`src/rtl/hdmi_burst_sched.sv`:
```
// hdmi_burst_sched
// ----------------
// Frame fetch scheduler for an HDMI line buffer. At each frame start it walks
// the frame line by line. Each line is split into a fixed number of bursts, and
// the scheduler hands one start address at a time to an AXI burst engine. It
// waits for that engine to report completion before it issues the next burst.
//
// Ports
//   ACLK, ARESET         clock and synchronous active-high reset
//   cfg_enable           scheduler enable; dropping it ends the frame early
//   cfg_base_addr        frame base byte address
//   cfg_stride           byte offset between line starts
//   cfg_bursts_per_line  bursts per line
//   cfg_lines            lines per frame
//   vsync_start          one-cycle frame start pulse
//   line_req             level: the line buffer has room for one more line
//   txn_init / txn_addr  burst start pulse and burst start address to the engine
//   txn_done / txn_error burst completion pulse and error flag from the engine
//   line_done            one-cycle pulse after the last burst of a line
//   frame_done           one-cycle pulse after the last line of a frame
//   busy                 high whenever the FSM is outside IDLE
//   cur_line             index of the line being fetched
//   err_sticky           latched engine error (or watchdog expiry)
//   err_clr              clears err_sticky and releases HALT
//
// Optional feature
//   HDMI_SCHED_TIMEOUT_EN  when defined, a watchdog counts cycles spent in
//                          WAIT_DONE. If TIMEOUT_CYCLES pass without
//                          txn_done, the FSM sets err_sticky and enters HALT.

module hdmi_burst_sched #(
  parameter int ADDR_W         = 32,
  parameter int BURST_BYTES    = 32,
  parameter int LINE_W         = 12,
  parameter int TIMEOUT_CYCLES = 1024
) (
  input  logic              ACLK,
  input  logic              ARESET,
  input  logic              cfg_enable,
  input  logic [ADDR_W-1:0] cfg_base_addr,
  input  logic [ADDR_W-1:0] cfg_stride,
  input  logic [7:0]        cfg_bursts_per_line,
  input  logic [LINE_W-1:0] cfg_lines,
  input  logic              vsync_start,
  input  logic              line_req,
  output logic              txn_init,
  output logic [ADDR_W-1:0] txn_addr,
  input  logic              txn_done,
  input  logic              txn_error,
  output logic              line_done,
  output logic              frame_done,
  output logic              busy,
  output logic [LINE_W-1:0] cur_line,
  output logic              err_sticky,
  input  logic              err_clr
);

  typedef enum logic [2:0] {
    IDLE,
    WAIT_LINE,
    ISSUE,
    WAIT_DONE,
    HALT
  } state_e;

  state_e            state_q;

  // Frame configuration captured at frame start, so later cfg_* changes wait
  // until the next frame.
  logic [ADDR_W-1:0] stride_q;
  logic [7:0]        bursts_q;
  logic [LINE_W-1:0] lines_q;

  logic [ADDR_W-1:0] line_addr_q;
  logic [7:0]        burst_idx_q;
  logic [LINE_W-1:0] cur_line_q;

  logic              txn_init_q;
  logic [ADDR_W-1:0] txn_addr_q;
  logic              line_done_q;
  logic              frame_done_q;
  logic              busy_q;
  logic              err_q;

  // Combinational helpers for the FSM.
  logic              start_ok_d;
  logic              last_burst_d;
  logic              last_line_d;
  logic [ADDR_W-1:0] next_burst_addr_d;
  logic [ADDR_W-1:0] next_line_addr_d;

  assign start_ok_d   = vsync_start & cfg_enable
                      & (cfg_lines != '0) & (cfg_bursts_per_line != '0);
  assign last_burst_d = (burst_idx_q == (bursts_q - 8'd1));
  assign last_line_d  = (cur_line_q == (lines_q - LINE_W'(1)));

  // Address arithmetic is truncated to ADDR_W bits, so an overflow wraps to
  // the bottom of the address space.
  assign next_burst_addr_d = line_addr_q
                           + (ADDR_W'(burst_idx_q + 8'd1) * ADDR_W'(BURST_BYTES));
  assign next_line_addr_d  = line_addr_q + stride_q;

`ifdef HDMI_SCHED_TIMEOUT_EN
  localparam int TmoW = $clog2(TIMEOUT_CYCLES + 1);
  logic [TmoW-1:0] tmo_q;
`else
  // Without the watchdog this parameter only takes part in elaboration. This
  // empty block keeps it referenced without adding any logic.
  if (TIMEOUT_CYCLES < 1) begin : g_tmo_param_unused
  end
`endif

  // Single FSM. Every output comes from a register. The pulse outputs default
  // low on each cycle, so each pulse lasts exactly one cycle.
  always_ff @(posedge ACLK) begin
    if (ARESET) begin
      state_q      <= IDLE;
      stride_q     <= '0;
      bursts_q     <= '0;
      lines_q      <= '0;
      line_addr_q  <= '0;
      burst_idx_q  <= '0;
      cur_line_q   <= '0;
      txn_init_q   <= 1'b0;
      txn_addr_q   <= '0;
      line_done_q  <= 1'b0;
      frame_done_q <= 1'b0;
      busy_q       <= 1'b0;
      err_q        <= 1'b0;
`ifdef HDMI_SCHED_TIMEOUT_EN
      tmo_q        <= '0;
`endif
    end else begin
      txn_init_q   <= 1'b0;
      line_done_q  <= 1'b0;
      frame_done_q <= 1'b0;

      case (state_q)
        IDLE: begin
          if (start_ok_d) begin
            stride_q    <= cfg_stride;
            bursts_q    <= cfg_bursts_per_line;
            lines_q     <= cfg_lines;
            line_addr_q <= cfg_base_addr;
            burst_idx_q <= '0;
            cur_line_q  <= '0;
            busy_q      <= 1'b1;
            state_q     <= WAIT_LINE;
          end
        end

        WAIT_LINE: begin
          if (!cfg_enable) begin
            busy_q  <= 1'b0;
            state_q <= IDLE;
          end else if (line_req) begin
            // The first burst of a line starts at the line address.
            txn_init_q <= 1'b1;
            txn_addr_q <= line_addr_q;
            state_q    <= ISSUE;
          end
        end

        ISSUE: begin
`ifdef HDMI_SCHED_TIMEOUT_EN
          tmo_q   <= TmoW'(1);
`endif
          state_q <= WAIT_DONE;
        end

        WAIT_DONE: begin
          if (txn_done) begin
            if (txn_error) begin
              err_q   <= 1'b1;
              state_q <= HALT;
            end else if (!cfg_enable) begin
              // The outstanding burst is complete. End the frame here, with
              // no frame_done.
              burst_idx_q <= '0;
              busy_q      <= 1'b0;
              state_q     <= IDLE;
            end else if (!last_burst_d) begin
              // txn_init is re-raised at least one cycle after the last
              // ISSUE, so two init pulses can never sit back to back.
              burst_idx_q <= burst_idx_q + 8'd1;
              txn_init_q  <= 1'b1;
              txn_addr_q  <= next_burst_addr_d;
              state_q     <= ISSUE;
            end else begin
              line_done_q <= 1'b1;
              burst_idx_q <= '0;
              cur_line_q  <= cur_line_q + LINE_W'(1);
              line_addr_q <= next_line_addr_d;
              if (last_line_d) begin
                frame_done_q <= 1'b1;
                busy_q       <= 1'b0;
                state_q      <= IDLE;
              end else begin
                state_q <= WAIT_LINE;
              end
            end
`ifdef HDMI_SCHED_TIMEOUT_EN
          end else if (tmo_q == TmoW'(TIMEOUT_CYCLES - 1)) begin
            // The counter reaches TIMEOUT_CYCLES on this edge with no done.
            err_q   <= 1'b1;
            state_q <= HALT;
          end else begin
            tmo_q <= tmo_q + TmoW'(1);
`endif
          end
        end

        HALT: begin
          if (err_clr) begin
            err_q   <= 1'b0;
            busy_q  <= 1'b0;
            state_q <= IDLE;
          end
        end

        default: begin
          busy_q  <= 1'b0;
          state_q <= IDLE;
        end
      endcase
    end
  end

  assign txn_init   = txn_init_q;
  assign txn_addr   = txn_addr_q;
  assign line_done  = line_done_q;
  assign frame_done = frame_done_q;
  assign busy       = busy_q;
  assign cur_line   = cur_line_q;
  assign err_sticky = err_q;

endmodule

```
`config.mk`:
```
export PLATFORM = sky130hd
export DESIGN_NAME = hdmi_burst_sched
export DESIGN_NICKNAME = d
export VERILOG_FILES = /design/src/rtl/hdmi_burst_sched.sv
export SDC_FILE = /design/constraint.sdc
export NUM_CORES = 1
export LEC_CHECK = 0
export ABC_AREA = 1
export CORE_ASPECT_RATIO = 1.2
export CORE_UTILIZATION = 57
export CTS_BUF_LIST = sky130_fd_sc_hd__clkbuf_8
export DETAILED_ROUTE_END_ITERATION = 10
export GPL_TIMING_DRIVEN = 1
export MAX_ROUTING_LAYER = met4
export PLACE_DENSITY = 0.83
export SYNTH_ARGS = -nofsm -noshare
export SYNTH_HDL_FRONTEND = slang
export SYNTH_SLANG_ARGS = --single-unit
```
`constraint.sdc`:
```
create_clock -name ACLK -period 2.85 [get_ports ACLK]
set_input_delay 0.57 -clock ACLK [delete_from_list [all_inputs] [get_ports ACLK]]
set_output_delay 0.57 -clock ACLK [all_outputs]
set_load 0.01 [all_outputs]
```
======== Yosys cells after proc, flatten, opt, wreduce, memory -nomap -nowiden ========
Index checks and enable logic that the tools add are counted.
operators by class
  add/sub/neg operators ................... 7
  multipliers ............................. 0
  div/mod/pow operators ................... 0
  order comparisons ....................... 0
  equal/unequal tests ..................... 20
  shift operators ......................... 0
  muxes and demuxes ....................... 56
  bitwise logic cells ..................... 8
  reductions and logical operators ........ 15
operators with widths
  kind                                                                  count
  32-bit 2-to-1 mux                                                     11
  32-bit case mux with 2 select lines                                   2
  12-bit 2-to-1 mux                                                     5
  8-bit 2-to-1 mux                                                      5
  32-bit by 14-bit adder with 32-bit output                             1
  32-bit adder                                                          1
  12-bit case mux with 2 select lines                                   1
  2-bit inequality test, second input constant                          11
  1-bit 2-to-1 mux                                                      19
  3-bit 2-to-1 mux                                                      6
  8-bit case mux with 2 select lines                                    1
  3-bit case mux with 5 select lines                                    1
  12-bit by 1-bit adder with 12-bit output, second input constant       1
  12-bit == test                                                        1
  4-bit AND reduction                                                   3
  12-bit nonzero test                                                   1
  12-bit by 1-bit subtractor with 12-bit output, second input constant  1
  8-bit by 1-bit adder with 9-bit output, second input constant         1
  3-bit inequality test, second input constant                          3
  8-bit by 1-bit adder with 8-bit output, second input constant         1
  8-bit == test                                                         1
  8-bit AND reduction                                                   1
  8-bit nonzero test                                                    1
  8-bit by 1-bit subtractor with 8-bit output, second input constant    1
  15 further kinds                                                      26
word-level totals
  bits in registers ....................... 144
  bits in latches ......................... 0
  memory bits (writable) .................. 0
  ROM bits ................................ 0
  input bits .............................. 92
  memories ................................ 0

======== Longest topological paths before layout ========
  depth after elaboration ................. 8
  depth in mapped cells ................... 20
  gate-level depth less buffers ........... 20

======== Worst setup path after synthesis ========
No wires, ideal clock.
  kind .................................... register to register
  start point ............................. reg burst_idx_q[0]
  end point ............................... reg txn_addr_q[27] (netlist: txn_addr[27])
  data arrival time ....................... 2.491 ns
  data required time ...................... 2.733 ns
  path slack .............................. 0.242 ns
  stages on the path, launching flop included .. 20
  buffers on the path ..................... 0
  period minus slack after synthesis ...... 2.608 ns
  cells stage by stage .................... dfxtp_1 ha_1 nand3_1 inv_1 nand4_1 nand2_1 inv_1 ha_1 nand2_1 nor2_1 inv_1 o21ai_0 nand2_1 nand2_1 nand2_1 inv_1 nand3_1 xor2_1 nor2_1 nor2_1
on the way
  cells in the longest elaborated chain, start to end .. 7
  elaborated cells between the ends (all ways) .. 10
  those cells by class .................... add/sub: 2; eq/ne: 2; mux: 5; reduce/logical: 1
ends and longest elaborated chain
  element                                    RTL line  source
  start: declaration                         75        logic [7:0] burst_idx_q;
  start signal: assignment                   185       burst_idx_q <= burst_idx_q + 8'd1;
  8-bit by 1-bit adder with 9-bit output     100       + (ADDR_W'(burst_idx_q + 8'd1) * ADDR_W'(BURST_BYTES));
  32-bit by 14-bit adder with 32-bit output  100
  32-bit 2-to-1 mux                          182       end else if (!last_burst_d) begin
  32-bit 2-to-1 mux                          176       end else if (!cfg_enable) begin
  32-bit 2-to-1 mux                          173       if (txn_error) begin
  32-bit 2-to-1 mux                          172       if (txn_done) begin
  32-bit case mux with 2 select lines        138       case (state_q)
  end signal: assignment                     159       txn_addr_q <= line_addr_q;
  end signal: assignment                     187       txn_addr_q <= next_burst_addr_d;
  end: declaration                           79        logic [ADDR_W-1:0] txn_addr_q;
Parallel ways exist; a longest one is shown, timed or not. The select of a mux whose other input is x is not followed.
A chain may end at the register's enable or synchronous reset.

======== Worst setup path after layout ========
  start point ............................. reg burst_idx_q[2]
  end point ............................... reg txn_addr_q[15] (netlist: txn_addr[15])
The elaborated chain is that of the path after synthesis.

==> results.md <==
- Asr flop ratio synth: 0
- Share of layout cells above drive strength 1: 0.0699
- Critical path type: register to register
- Total of max-cap violations: 0
- R2R Setup Slk: 0.22 ns
- CP Buf/Inv Count: 1
- Static Leak: 5.06 nW
- Startpoint Class: register
- Routability Congestion: 0.987
- Peak supply drop: 285 uV
- Seq cells post-synth: 144
- Ant. Diodes: 0
- Antenna violations before repair: 0
- Final hold slack: 0.408 ns
- Worst R2R Start: burst_idx_q[2]
- Rows: 52
- Syn nets: 1,672
- Fin crit share: 0.922
- Vias in the first global route: 9,985
- Vias: 10,700
- Clock latency at the later pin of the worst-skew pair: 0.46 ns
- Post-synthesis sequential area ratio: 0.296
- Worst Setup SP: burst_idx_q[2]
- Routed wire length per instance: 16.5 um
- Initial drt markers: 719
- Power per cell area: 500 mW/mm^2
- Grt total ovfl: 0
- Final Hold Violating Endpoints: 0
- Cell at the slowest stage of the critical path: dfxtp_4
- Post-synth top cells: nand2_1 (401), a21oi_1 (190), nor2_1 (170)
- Clock Sinks: 144
- TritonCTS Buffers: 17
- Post-DP HPWL: 22.9 mm
- WL final: 31.2 mm
- Total Power: 0.00595 W
- Largest net degree at the start of global routing: 104
- Skew final: 0.0111 ns
- Status: completed
- Unique masters post-synth: 41
- Ys Warns: 0
- Number of stages on the worst setup path: 15
- CTS tree: built
- Worst r2r dst: txn_addr[15]
- Type of the most critical hold path: primary input to register
- Final Critical Period: 2.63 ns
- Relative slew slack: 0.606
- P&R area growth vs syn: 22.1%
- Worst-path maximum fanout: 6
- Worst Path Required: 3.21 ns
- EDFF count, synth: 0
- Clk slew on worst S/H paths: 0.09 ns
- First drt pass iteration count: 5
- DIE AREA: 0.0176 sq mm
- Top cells by area, synth: dfxtp_1 (30%), nand2_1 (15%), a21oi_1 (9.7%)
- Final Cell Area: 0.0119 sq mm
- Worst R2R Path Depth: 15
- All-Layer GR Usage: 0.359
- Crit path arrival time: 2.99 ns
- RSZ-0062 raised after global routing: yes
- Netlist Area Pre-Place: 0.00975 sq mm
- Die X: 121 um
- Critical path destination: txn_addr[15]
- Share of the synthesized area in the top cell type: 0.296
- Hold Path Origin: ARESET
- Global-route wire length before repair: 48.6 mm
- Io pins: 141
- Final setup vio count: 0
- Cells after Synth: 1,534
- Vias/cell: 5.68
- Cts hold-fix bufs: 0
- Clk buf depth: 2
- Slew Viols, Final: 0
- CTS H-Tree Depth: 4
- Residual DRC count: 0
- Port Buf Inserts: 140
- Core ar.: 0.0168 sq mm
- Final net count: 1,799
- Synth Area per Inst: 6.36 sq um
- Slew at the pin closest to its max-slew limit: 0.590 ns
- Peak Freq: 381 MHz
- Area leader, netlist: dfxtp_1
- Critical path's top delay family: simple AND/OR/NAND/NOR gates
- Area post-placement: 0.0114 sq mm
- Slowest cell delay on critical path: 0.38 ns
- Die H: 145 um
- Most frequent cell after synthesis: nand2_1
- Clk root buf: clkbuf_8
- Post-route antenna net violation count: 0
- Initial Util: 0.581
- Crit-path cells: nand3_1, nor2_2, nand4_1, xor2_1, ha_1, a21o_1, nor2_1, o21ai_2, nand2_1, nand2_2, nand2_2, inv_2, or2_2, a21oi_1, nor2_1
- Worst Setup End Kind: register
- Top_reg_cell synth: dfxtp_1
==> report_power, final <==
part	leakage, nW	switching, W	internal [W]
registers	1.18	0.000208	0.00219
clock network	0.221	0.000849	0.000950
logic	3.66	0.00105	0.000697
==> layout by cell type, fill, tap and decap left out, types with 3 or more instances in the layout <==
cell type,instances
a21oi_1,190
buf_4,21
a21boi_0,4
o21bai_1,3
or2_2,9
nand3b_1,6
nor2_2,5
dfxtp_1,140
nor3b_1,4
clkdlybuf4s50_1,139
clkinv_2,5
inv_1,130
ha_1,40
o21ai_1,3
nor4_1,6
nor3_1,27
nand2_2,5
ha_4,3
bufinv_16,4
o21ai_0,107
nand3_2,21
buf_12,4
nor2_1,169
inv_2,5
nand4_1,17
xnor2_1,13
clkbuf_8,17
nand3_1,101
nand2_1,398
o31ai_1,14
xor2_1,29
a21o_1,4
==> routing by layer <==
metal | track usage | wire, um | share of wire
met1 | 0.397 | 12100 | 0.39
met2 | 0.602 | 15200 | 0.49
met3 | 0.0472 | 1670 | 0.054
met4 | 0.228 | 2160 | 0.069
met5 | - | 0 | 0
==> kinds of logic (layout without fill, tap and decap cells) <==
group                      count (synthesis)  in the layout  synth area share
DFF                                      144            144             0.296
AOI/OAI and AO/OA                        335            335             0.181
and+or+nand+nor                          773            773             0.343
adders and majority gates                 46             46            0.0606
xor gates and xnor gates                  42             42            0.0377
buffers and inverters                    194            334            0.0826
==> through the flow <==
stage / setup WS, ns / TNS, ns / instances / utilization
2_1_floorplan: 0.242 / 0 / 1534 / -
3_3_place_gp: -0.0208 / -0.0208 / 1854 / 0.676
3_5_place_dp: -0.0180 / -0.0180 / 1854 / 0.676
4_1_cts: 0.0341 / 0 / 1886 / 0.702
5_1_grt: -0.0405 / -0.138 / 1890 / 0.709
6_report: 0.223 / 0 / 1890 / 0.709
==> sequential cells by signal, summed over array words and instances, names as in the netlist <==
| signal | count |
|---|---|
| burst_idx_q | 8 |
| bursts_q | 8 |
| busy | 1 |
| cur_line | 12 |
| err_sticky | 1 |
| frame_done | 1 |
| line_addr_q | 32 |
| line_done | 1 |
| lines_q | 12 |
| state_q | 3 |
| stride_q | 32 |
| txn_addr | 32 |
| txn_init | 1 |
==> worst min path at each step <==
| stage | end | slack [ns] | cells after the start |
|---|---|---|---|
| 5_1_grt | state_q[0] | 0.43 | 2 |
| 3_3_place_gp | txn_addr[5] | 0.45 | 2 |
| 3_5_place_dp | txn_addr[13] | 0.46 | 2 |
| 6_report | state_q[1] | 0.41 | 2 |
| 2_1_floorplan | stride_q[10] | 0.44 | 2 |
| 4_1_cts | state_q[1] | 0.40 | 2 |
==> worst reg2reg max path, cell delays in order (launching register included) <==
cell     delay, ns
dfxtp_4       0.38
nand3_1       0.13
nor2_2        0.13
nand4_1       0.12
xor2_1        0.27
ha_1          0.31
a21o_1        0.20
nor2_1        0.12
o21ai_2       0.08
nand2_1       0.08
nand2_2       0.07
nand2_2       0.09
inv_2         0.07
or2_2         0.27
a21oi_1       0.13
nor2_1        0.06
==> layout make-up <==
| type | count | area, sq um |
|---|---|---|
| timing repair buffer | 167 | 1690 |
| inverter | 135 | 507 |
| clock inverter | 15 | 191 |
| fill | 1519 | 4880 |
| clock buffer | 17 | 234 |
| sequential | 144 | 2890 |
| tap | 216 | 270 |
| multi-input combinational | 1196 | 6120 |
==> repair_timing <==
item                                    4_1_cts  5_1_grt
pin swaps                                     0        3
gates resized for setup                       2       19
gates cloned                                  0        1
setup buffers                                 0        3
endpoints found under the setup margin        3       21
Power figures use the tool's default switching activity.
